===== src/rtl/button_matrix_pkg.sv =====
// button_matrix_pkg: shared defaults, event field layout and scanner state encoding
package button_matrix_pkg;
    localparam int ROWS_DEF = 12;
    localparam int COLS_DEF = 18;
    localparam int RW = $clog2(ROWS_DEF);
    localparam int CW = $clog2(COLS_DEF);
    localparam int COL_LSB = 0;
    localparam int ROW_LSB = CW;
    localparam int PRESSED_BIT = RW + CW;
    typedef enum logic [2:0] {IDLE, DRIVE, SAMPLE, UPDATE, HOLD} state_t;
endpackage


===== src/rtl/button_matrix_scanner_fifo.sv =====
// button_event_fifo: show-ahead event queue; a push into a full queue succeeds only alongside a pop
module button_event_fifo #(
    parameter int DEPTH = 16,
    parameter int W = 10
) (
    input  logic                   clk,
    input  logic                   resetn,
    input  logic                   push,
    input  logic [W-1:0]           push_data,
    input  logic                   pop,
    output logic [W-1:0]           data,
    output logic                   full,
    output logic                   empty,
    output logic [$clog2(DEPTH):0] count
);
    localparam int AW = $clog2(DEPTH);
    logic [W-1:0] mem [DEPTH];
    logic [AW-1:0] wr_ptr, rd_ptr;
    logic do_push, do_pop;
    assign full = count == (AW+1)'(DEPTH);
    assign empty = count == '0;
    assign do_pop = pop & ~empty;
    assign do_push = push & (~full | do_pop);
    assign data = mem[rd_ptr];
    always_ff @(posedge clk or negedge resetn) begin
        if (!resetn) begin
            wr_ptr <= '0;
            rd_ptr <= '0;
            count <= '0;
        end else begin
            wr_ptr <= do_push ? wr_ptr + AW'(1) : wr_ptr;
            rd_ptr <= do_pop ? rd_ptr + AW'(1) : rd_ptr;
            count <= count + (AW+1)'(do_push) - (AW+1)'(do_pop);
        end
    end
    always_ff @(posedge clk) begin
        if (do_push) mem[wr_ptr] <= push_data;
    end
endmodule


===== src/rtl/button_matrix_scanner.sv =====
// button_matrix_scanner: row-by-row matrix scan with per-key debounce, event FIFO and bitmap read port
module button_matrix_scanner import button_matrix_pkg::*; #(
    parameter int ROWS = ROWS_DEF,
    parameter int COLS = COLS_DEF,
    parameter int ROW_CYCLES = 4000,
    parameter int SETTLE_CYCLES = 48,
    parameter int DB_SCANS = 5,
    parameter int FIFO_DEPTH = 16
) (
    input  logic                                clk,
    input  logic                                resetn,
    input  logic                                scan_en,
    output logic [ROWS-1:0]                     row_n,
    input  logic [COLS-1:0]                     col_n,
    output logic                                ev_valid,
    input  logic                                ev_ready,
    output logic [$clog2(ROWS)+$clog2(COLS):0]  ev_data,
    output logic [$clog2(FIFO_DEPTH):0]         ev_count,
    output logic                                overflow,
    input  logic                                ovf_clr,
    input  logic [$clog2(ROWS)-1:0]             rd_row,
    output logic [COLS-1:0]                     rd_cols
);
    localparam int ROW_W = $clog2(ROWS);
    localparam int COL_W = $clog2(COLS);
    localparam int EW = ROW_W + COL_W + 1;
    localparam int TW = $clog2(ROW_CYCLES);
    state_t state, state_nx;
    logic [TW-1:0] tick;
    logic [ROW_W-1:0] r;
    logic [COL_W-1:0] c;
    logic [COLS-1:0] col_s1, col_s2, samp;
    logic [COLS-1:0] st [ROWS];
    logic [2:0] cnt [ROWS][COLS];
    logic last_tick, raw_bit, cur_st, flip, push_q, full, empty, pop;
    logic [2:0] cur_cnt;
    logic [EW-1:0] push_data_q;
    assign last_tick = tick == TW'(ROW_CYCLES - 1);
    assign raw_bit = samp[c];
    assign cur_st = st[r][c];
    assign cur_cnt = cnt[r][c];
    assign flip = state == UPDATE && raw_bit != cur_st && cur_cnt == 3'(DB_SCANS - 1);
    assign ev_valid = ~empty;
    assign pop = ev_valid & ev_ready;
    always_ff @(posedge clk or negedge resetn) begin
        if (!resetn) state <= IDLE;
        else state <= state_nx;
    end
    always_comb begin
        state_nx = state;
        case (state)
            IDLE:    state_nx = scan_en ? DRIVE : IDLE;
            DRIVE:   state_nx = tick == TW'(SETTLE_CYCLES - 1) ? SAMPLE : DRIVE;
            SAMPLE:  state_nx = UPDATE;
            UPDATE:  state_nx = c == COL_W'(COLS - 1) ? HOLD : UPDATE;
            HOLD:    state_nx = !last_tick ? HOLD : scan_en ? DRIVE : IDLE;
            default: state_nx = IDLE;
        endcase
    end
    // Row drive is decoded from registered state so an async reset releases the row at once
    always_comb begin
        row_n = state == IDLE ? '1 : ~(ROWS'(1) << r);
    end
    always_ff @(posedge clk or negedge resetn) begin
        if (!resetn) begin
            tick <= '0;
            r <= '0;
            c <= '0;
            col_s1 <= '1;
            col_s2 <= '1;
            samp <= '0;
        end else begin
            col_s1 <= col_n;
            col_s2 <= col_s1;
            tick <= (state == IDLE || last_tick) ? '0 : tick + TW'(1);
            samp <= state == SAMPLE ? ~col_s2 : samp;
            c <= (state == UPDATE && c != COL_W'(COLS - 1)) ? c + COL_W'(1) : '0;
            if (state == HOLD && last_tick) r <= r == ROW_W'(ROWS - 1) ? '0 : r + ROW_W'(1);
        end
    end
    // A dropped event still commits the key state so the bitmap never lags the debouncer
    always_ff @(posedge clk or negedge resetn) begin
        if (!resetn) begin
            for (int i = 0; i < ROWS; i++) begin
                st[i] <= '0;
                for (int j = 0; j < COLS; j++) cnt[i][j] <= '0;
            end
            push_q <= 1'b0;
            push_data_q <= '0;
            rd_cols <= '0;
            overflow <= 1'b0;
        end else begin
            push_q <= flip;
            push_data_q <= {raw_bit, r, c};
            if (state == UPDATE) begin
                cnt[r][c] <= (raw_bit == cur_st || flip) ? 3'd0 : cur_cnt + 3'd1;
                if (flip) st[r][c] <= raw_bit;
            end
            rd_cols <= int'(rd_row) < ROWS ? st[rd_row] : '0;
            overflow <= (push_q && full && !pop) ? 1'b1 : ovf_clr ? 1'b0 : overflow;
        end
    end
    button_event_fifo #(.DEPTH(FIFO_DEPTH), .W(EW)) u_fifo (
        .clk(clk),
        .resetn(resetn),
        .push(push_q),
        .push_data(push_data_q),
        .pop(pop),
        .data(ev_data),
        .full(full),
        .empty(empty),
        .count(ev_count)
    );
endmodule


===== config.mk =====
export PLATFORM = sky130hd
export DESIGN_NAME = button_matrix_scanner
export DESIGN_NICKNAME = d
export VERILOG_FILES = /design/src/rtl/button_matrix_pkg.sv /design/src/rtl/button_matrix_scanner_fifo.sv /design/src/rtl/button_matrix_scanner.sv
export SDC_FILE = /design/constraint.sdc
export NUM_CORES = 2
export LEC_CHECK = 0
export BUFFER_PORTS_ARGS = -buffer_cell sky130_fd_sc_hd__buf_2
export CAP_MARGIN = 10
export CORE_MARGIN = 2
export CORE_UTILIZATION = 50
export CTS_BUF_LIST = sky130_fd_sc_hd__clkbuf_8 sky130_fd_sc_hd__clkbuf_16
export CTS_CLUSTER_DIAMETER = 120
export CTS_CLUSTER_SIZE = 8
export DETAILED_ROUTE_END_ITERATION = 7
export PLACE_DENSITY = 0.66
export SKIP_CTS_REPAIR_TIMING = 1
export SLEW_MARGIN = 20
export SYNTH_ARGS = -nofsm -noshare
export SYNTH_HDL_FRONTEND = slang
export SYNTH_SLANG_ARGS = --single-unit

===== constraint.sdc =====
create_clock -name clk -period 10.8 [get_ports clk]
set_input_delay 2.16 -clock clk [delete_from_list [all_inputs] [get_ports clk]]
set_output_delay 2.16 -clock clk [all_outputs]
set_load 0.005 [all_outputs]

==> After elaboration in Yosys (flattened, before gate mapping) <==
Memory sizes are Yosys's and may differ from the RTL's.
Index checks and enable logic that the tools add are counted.
{ "word_totals": {"elab_cells": 341, "regBits": 985, "mem_bits_rw": 160, "out_inout_bits": 47, "mem_count": 1, "input_bits": 27} }
{ "op_classes": {"eq_ne": 13, "magnitude_cmp": 8, "add_sub_neg": 8, "n_reduce_logical": 16, "shifts": 1, "bitwise_logic": 11, "mux": 41} }
{ "memory_table": {"columns": ["memory", "depth", "word_bits", "rd", "rd_clocked_by_memory_dff", "write_ports", "line_no", "rtl"], "rows": [
  ["u_fifo.mem", 16, 10, 1, 0, 1, "button_matrix_scanner_fifo.sv:17", "logic [W-1:0] mem [DEPTH];"]
]} }
{ "op_table": {"columns": ["cell", "count"], "rows": [
  ["bitwise mux 648 bit", 1],
  ["binary-select mux 54 bit (select 4 bit)", 1],
  ["bitwise mux 216 bit", 1],
  ["demux 54 bit (select 4 bit)", 1],
  ["two-way mux 54 bit", 3],
  ["binary-select mux 18 bit (select 4 bit)", 2],
  ["two-way mux 18 bit", 6],
  ["demux 18 bit (select 4 bit)", 1],
  ["two-way mux 12 bit", 2],
  ["two-way mux 3 bit", 6],
  ["NOT 18 bit", 1],
  ["binary-select mux 3 bit (select 5 bit)", 1],
  ["demux 3 bit (select 5 bit)", 1],
  ["one-hot mux 3 bit (5 select lines)", 1],
  ["adder 12 x 1 -> 12 bit (second input constant)", 1],
  ["adder 4 x 1 -> 4 bit (second input constant)", 3],
  ["== test 12 bit (second input constant)", 1],
  ["== test 12 x 6 -> 1 bit (second input constant)", 1],
  ["NOT 12 bit", 1],
  ["left shift 1 x 4 -> 12 bit (first input constant)", 1],
  ["binary-select mux 1 bit (select 5 bit)", 2],
  ["== test 5 bit (second input constant)", 2],
  [">= comparator 5 bit (second input constant)", 2],
  ["NOT 4 -> 5 bit", 2],
  ["33 further kinds", 54]
]} }

==> Longest topological paths before layout <==
{ "logic_depth": {"ltp_word": 12, "depth_mapped": 25, "mapped_depth_nobuf": 13} }

==> Hierarchy <==
A second synthesis with hierarchy kept.
{ "unflattened": {"hier_cells": 4541, "hier_area_um2": 52338.9} }
{ "modules_own_cells": {"columns": ["mod", "cells_per_inst", "area_each_um2", "seq_area_each_um2", "n_inst"], "rows": [
  ["button_matrix_scanner", 4167, 45398.5, 24368.4, 1],
  ["button_event_fifo", 374, 6940.4, 5129.9, 1]
]} }

==> Worst setup path before layout <==
No wires, ideal clock.
{ "synth_timing": {"path_kind": "register to register", "from": "register r[0]", "to": "register st[36] in the netlist's numbering", "setup_slack_ns": 5.394, "period_less_slack_ns": 5.406, "path_stages_with_launch": 25, "required_ns": 10.675, "setup_time_ns": 0.125, "n_path_buf": 13, "arrival_time_ns": 5.281, "path_cell_list": "dfrtp_1 > buf_6 > buf_8 > buf_8 > buf_12 > buf_6 > buf_2 > buf_4 > buf_2 > buf_2 > mux4_2 > nand2_1 > o21ai_0 > mux4_2 > nand2_1 > o311a_1 > ha_1 > nand2_1 > or2_2 > clkbuf_1 > buf_2 > clkbuf_1 > buf_2 > nor4_1 > mux2_2"} }
{ "synth_between": {"elab_chain_cells": 10, "elab_cells_between_ends": 23, "cone_classes": "order compare (2); eq/ne (2); mux (14); bitwise (1); reduce/logical (4)"} }
{ "synth_rtl": {"columns": ["element", "line_no", "rtl"], "rows": [
  ["from (decl)", "button_matrix_scanner.sv:30", "logic [ROW_W-1:0] r;"],
  ["from (signal assigned)", "button_matrix_scanner.sv:78", "if (state == HOLD && last_tick) r <= r == ROW_W'(ROWS - 1) ? '0 : r + ROW_W'(1);"],
  ["NOT 4 -> 5 bit (implied by the code) (*)", "button_matrix_scanner.sv:40, button_matrix_scanner.sv:41, button_matrix_scanner.sv:97", null],
  ["binary-select mux 54 bit (select 4 bit) / binary-select mux 18 bit (select 4 bit) (equally long branches)", "button_matrix_scanner.sv:41, button_matrix_scanner.sv:40", null],
  ["two-way mux 54 bit (implied by the code) / two-way mux 18 bit (equally long branches) (2 in series)", "button_matrix_scanner.sv:41, button_matrix_scanner.sv:40", null],
  ["binary-select mux 3 bit (select 5 bit) / binary-select mux 1 bit (select 5 bit) (equally long branches)", "button_matrix_scanner.sv:41, button_matrix_scanner.sv:40", null],
  ["two-way mux 3 bit (implied by the code) / two-way mux 1 bit (equally long branches)", "button_matrix_scanner.sv:41, button_matrix_scanner.sv:40", null],
  ["two-way mux 3 bit (implied by the code) / != test 1 bit (equally long branches)", "button_matrix_scanner.sv:41, button_matrix_scanner.sv:42", null],
  ["== test 3 bit / logical AND 1 bit (equally long branches)", "button_matrix_scanner.sv:42", "assign flip = state == UPDATE && raw_bit != cur_st && cur_cnt == 3'(DB_SCANS - 1);"],
  ["logical AND 1 bit", "button_matrix_scanner.sv:42", null],
  ["AND reduction 2 bit (no line)", null, null],
  ["to (signal, indexed assignment)", "button_matrix_scanner.sv:97", "if (flip) st[r][c] <= raw_bit;"],
  ["to (decl)", "button_matrix_scanner.sv:33", "logic [COLS-1:0] st [ROWS];"]
]} }
Every way passes the cells marked *; elsewhere a longest branch is shown, timed or not. The select of a mux whose other input is x is not followed.
A chain may end at the register's enable or synchronous reset.

==> Final worst setup path <==
{ "layout_timing": {"from": "register r[0]", "to": "register cnt[397] in the netlist's numbering"} }
{ "layout_between": {"elab_chain_cells": 12, "elab_cells_between_ends": 26, "cone_classes": "add/sub (1); order compare (2); eq/ne (3); mux (15); bitwise (1); reduce/logical (4)"} }
{ "layout_rtl": {"columns": ["element", "line_no", "rtl"], "rows": [
  ["NOT 4 -> 5 bit (*)", "button_matrix_scanner.sv:40, button_matrix_scanner.sv:41, button_matrix_scanner.sv:96", null],
  ["parallel branches: the longest is 10 deep, another holds adder 3 x 1 -> 3 bit", null, null],
  ["bitwise mux 648 bit (*)", "button_matrix_scanner.sv:96", "cnt[r][c] <= (raw_bit == cur_st || flip) ? 3'd0 : cur_cnt + 3'd1;"],
  ["to (signal, indexed assignment)", "button_matrix_scanner.sv:96", null],
  ["to (decl)", "button_matrix_scanner.sv:34", "logic [2:0] cnt [ROWS][COLS];"]
]} }
Every way passes the cells marked *. The select of a mux whose other input is x is not followed.

==> impl_metrics.env <==
export IMPL_cts_sinks=1145
export IMPL_clk_latency_ps=760
export IMPL_layout_setup_ws_ps=4420
export IMPL_grt_max_degree=212
export IMPL_post_dp_cell_area_um2=54400
export IMPL_drc=0
export IMPL_vias=37000
export IMPL_syn_area_um2=53100
export IMPL_final_core_util=0.560
export IMPL_areaGrowthSynthToFinish_pct=11.0
export IMPL_fin_tns_setup_ps=0
export IMPL_leakage_nw=24.1
export IMPL_avgSynthCellArea_um2=11.7
export IMPL_setup_viol=0
export IMPL_p_total_mw=9.65
export IMPL_drv_cap=0
export IMPL_worstSetupStartpointType="flop"
export IMPL_gp_congestion=0.827
export IMPL_outcome="complete, no violations"
export IMPL_final_nets=4553
export IMPL_clkTransAtPathRegs_ps=50
export IMPL_avgRoutedWirePerCell_um=24.8
export IMPL_rows=119
export IMPL_hold_class="reg2reg"
export IMPL_fmax_ghz=0.157
export IMPL_vias_per_cell=6.21
export IMPL_cp_arrival_ps=6970
export IMPL_yosysUniqueCellTypes=76
export IMPL_antenna_found_initial=5
export IMPL_grtUsageTotal=0.278
export IMPL_holdWs_ps=349
export IMPL_ys_ff_latch=1145
export IMPL_cts_tree="built"
export IMPL_crit_type="reg2reg"
export IMPL_syn_num_nets=4578
export IMPL_die_w_um=330
export IMPL_final_common_cell="nand2_1"
export IMPL_p_per_area_nw_per_um2=164
export IMPL_overflow=0
export IMPL_ys_warn_count=0
export IMPL_drtIter0Drc=3859
export IMPL_rsz0062_at_grt="no"
export IMPL_ios=74
export IMPL_final_cell_mix="nand2_1, dfrtp_1, o21ai_0"
export IMPL_design_area_um2=59000
export IMPL_die_h_um=330
export IMPL_crit_path_max_fanout=80
export IMPL_ys_flop_type="dfrtp_1"
export IMPL_fin_crit_sh=0.591
export IMPL_async_flop_share=0.860
export IMPL_drive_gt1_frac=0.208
export IMPL_wl_mm=148
export IMPL_finalCriticalPeriod_ps=6380
export IMPL_nFillCells=8573
export IMPL_port_buffers=73
export IMPL_finalNonFillerCells=5952
export IMPL_tightest_slew_ps=1160
export IMPL_drtAntennaViolNets=0
export IMPL_dp_slack_ps=4250
export IMPL_cts_max_level=4
export IMPL_min_path_cells=0
export IMPL_synth_edf_count=160
export IMPL_drv_slew=0
export IMPL_crit_required_ps=11390
export IMPL_cts_root_buf="clkbuf_16"
export IMPL_skew_ps=38.5
export IMPL_grt_pass1_vias=36800
export IMPL_grt_pass1_wl_mm=231
export IMPL_core_area_um2=105000
export IMPL_cts_made_buffers=161
export IMPL_dpl_hpwl_mm=83.7
export IMPL_dieArea_um2=109000
export IMPL_ir_drop_mv=0.157
export IMPL_crit_path_end_kind="flop"
export IMPL_firstDrtPassIters=5
export IMPL_syn_inst=4526
export IMPL_cts_buffer_depth=3
export IMPL_dpl_cell_count=5726
export IMPL_initial_core_util=0.505
export IMPL_slew_headroom=0.227
export IMPL_worst_r2r_cell_count=15
export IMPL_hold_violations=0
export IMPL_seq_area_frac_synth=0.555
report_power, final:
group / internal (mW) / switching [mW]
clock: 2.70 / 1.83
combinational: 0.210 / 0.420
sequential: 4.43 / 0.0664
total: 7.33 / 2.31
worst paths after layout:
| kind | from | end | slack [ps] |
|---|---|---|---|
| worst max register to register | r[0] | cnt[397] | 4420 |
| worst max-delay path | r[0] | cnt[397] | 4420 |
| min in group asynchronous | resetn | st[76] | 1420 |
| worst min-delay path | col_s1[1] | col_s2[1] | 350 |
| worst min register to register | col_s1[1] | col_s2[1] | 350 |
| max in group asynchronous | resetn | cnt[398] | 7130 |
Yosys cell counts, drive strengths merged (10+ instances only):
library cell,n,area share
nor4,224,0.028
o21ai,711,0.067
inv,21,0.0015
clkbuf,220,0.016
mux2,236,0.050
nor2,75,0.0053
nand3,17,0.0016
nor2b,10,0.0012
edfxtp,160,0.090
a211oi,12,0.0017
and2,31,0.0037
nor3,16,0.0016
dfrtp,949,0.45
buf,130,0.016
mux4,290,0.12
xnor2,12,0.0020
dfstp,36,0.018
o22ai,15,0.0018
o2111ai,11,0.0018
mux2i,103,0.019
a21oi,75,0.0071
nand2,1032,0.073
ha,24,0.0057
cell type report:
| class | count | area, um^2 | share of cell area |
|---|---|---|---|
| antenna | 1 | 2.50 | 0.0000424 |
| clock buffer | 165 | 4130 | 0.0700 |
| clock inverter | 57 | 334 | 0.00567 |
| inverter | 21 | 78.8 | 0.00134 |
| multi-input combinational | 3010 | 22000 | 0.373 |
| sequential | 1145 | 29500 | 0.501 |
| tap | 1391 | 1740 | 0.0295 |
| timing repair buffer | 162 | 1190 | 0.0203 |
routing by layer:
layer	track usage	wire (um)
met3	0.0521	11700
met4	0.102	5200
met5	0	13
met1	0.400	62700
met2	0.424	68000
logic make-up after synthesis:
kind of cell | Yosys count | synth area share
and+or+nand+nor | 1452 | 0.120
DFF | 1145 | 0.555
AOI/OAI and AO/OA | 883 | 0.0887
muxes | 629 | 0.193
buffers and inverters | 371 | 0.0336
adders and majority gates | 25 | 0.00603
xor gates and xnor gates | 21 | 0.00346
flip-flops by register name, summed over array words and instances, names as in the netlist, 3 cells and up:
| register | flops |
|---|---|
| tick | 12 |
| u_fifo.wr_ptr | 4 |
| col_s1 | 18 |
| u_fifo.count | 5 |
| col_s2 | 18 |
| cnt | 648 |
| rd_cols | 18 |
| u_fifo.rd_ptr | 4 |
| push_data_q | 10 |
| state | 3 |
| r | 4 |
| c | 5 |
| u_fifo.mem | 160 |
| samp | 18 |
| st | 216 |
critical path, cell delays in order (launching register included):
cell and delay, ps:
dfrtp_4 980, buf_12 580, mux4_2 590, mux2i_1 190, o21ai_0 110, o2111ai_1 410, o21ai_0 130, or4_1 440
nor3_2 290, ha_1 220, nand2_1 60, or2_4 430, nand3b_4 580, buf_4 570, buf_12 310, o21ai_0 160
(Power assumes the default switching activity.)
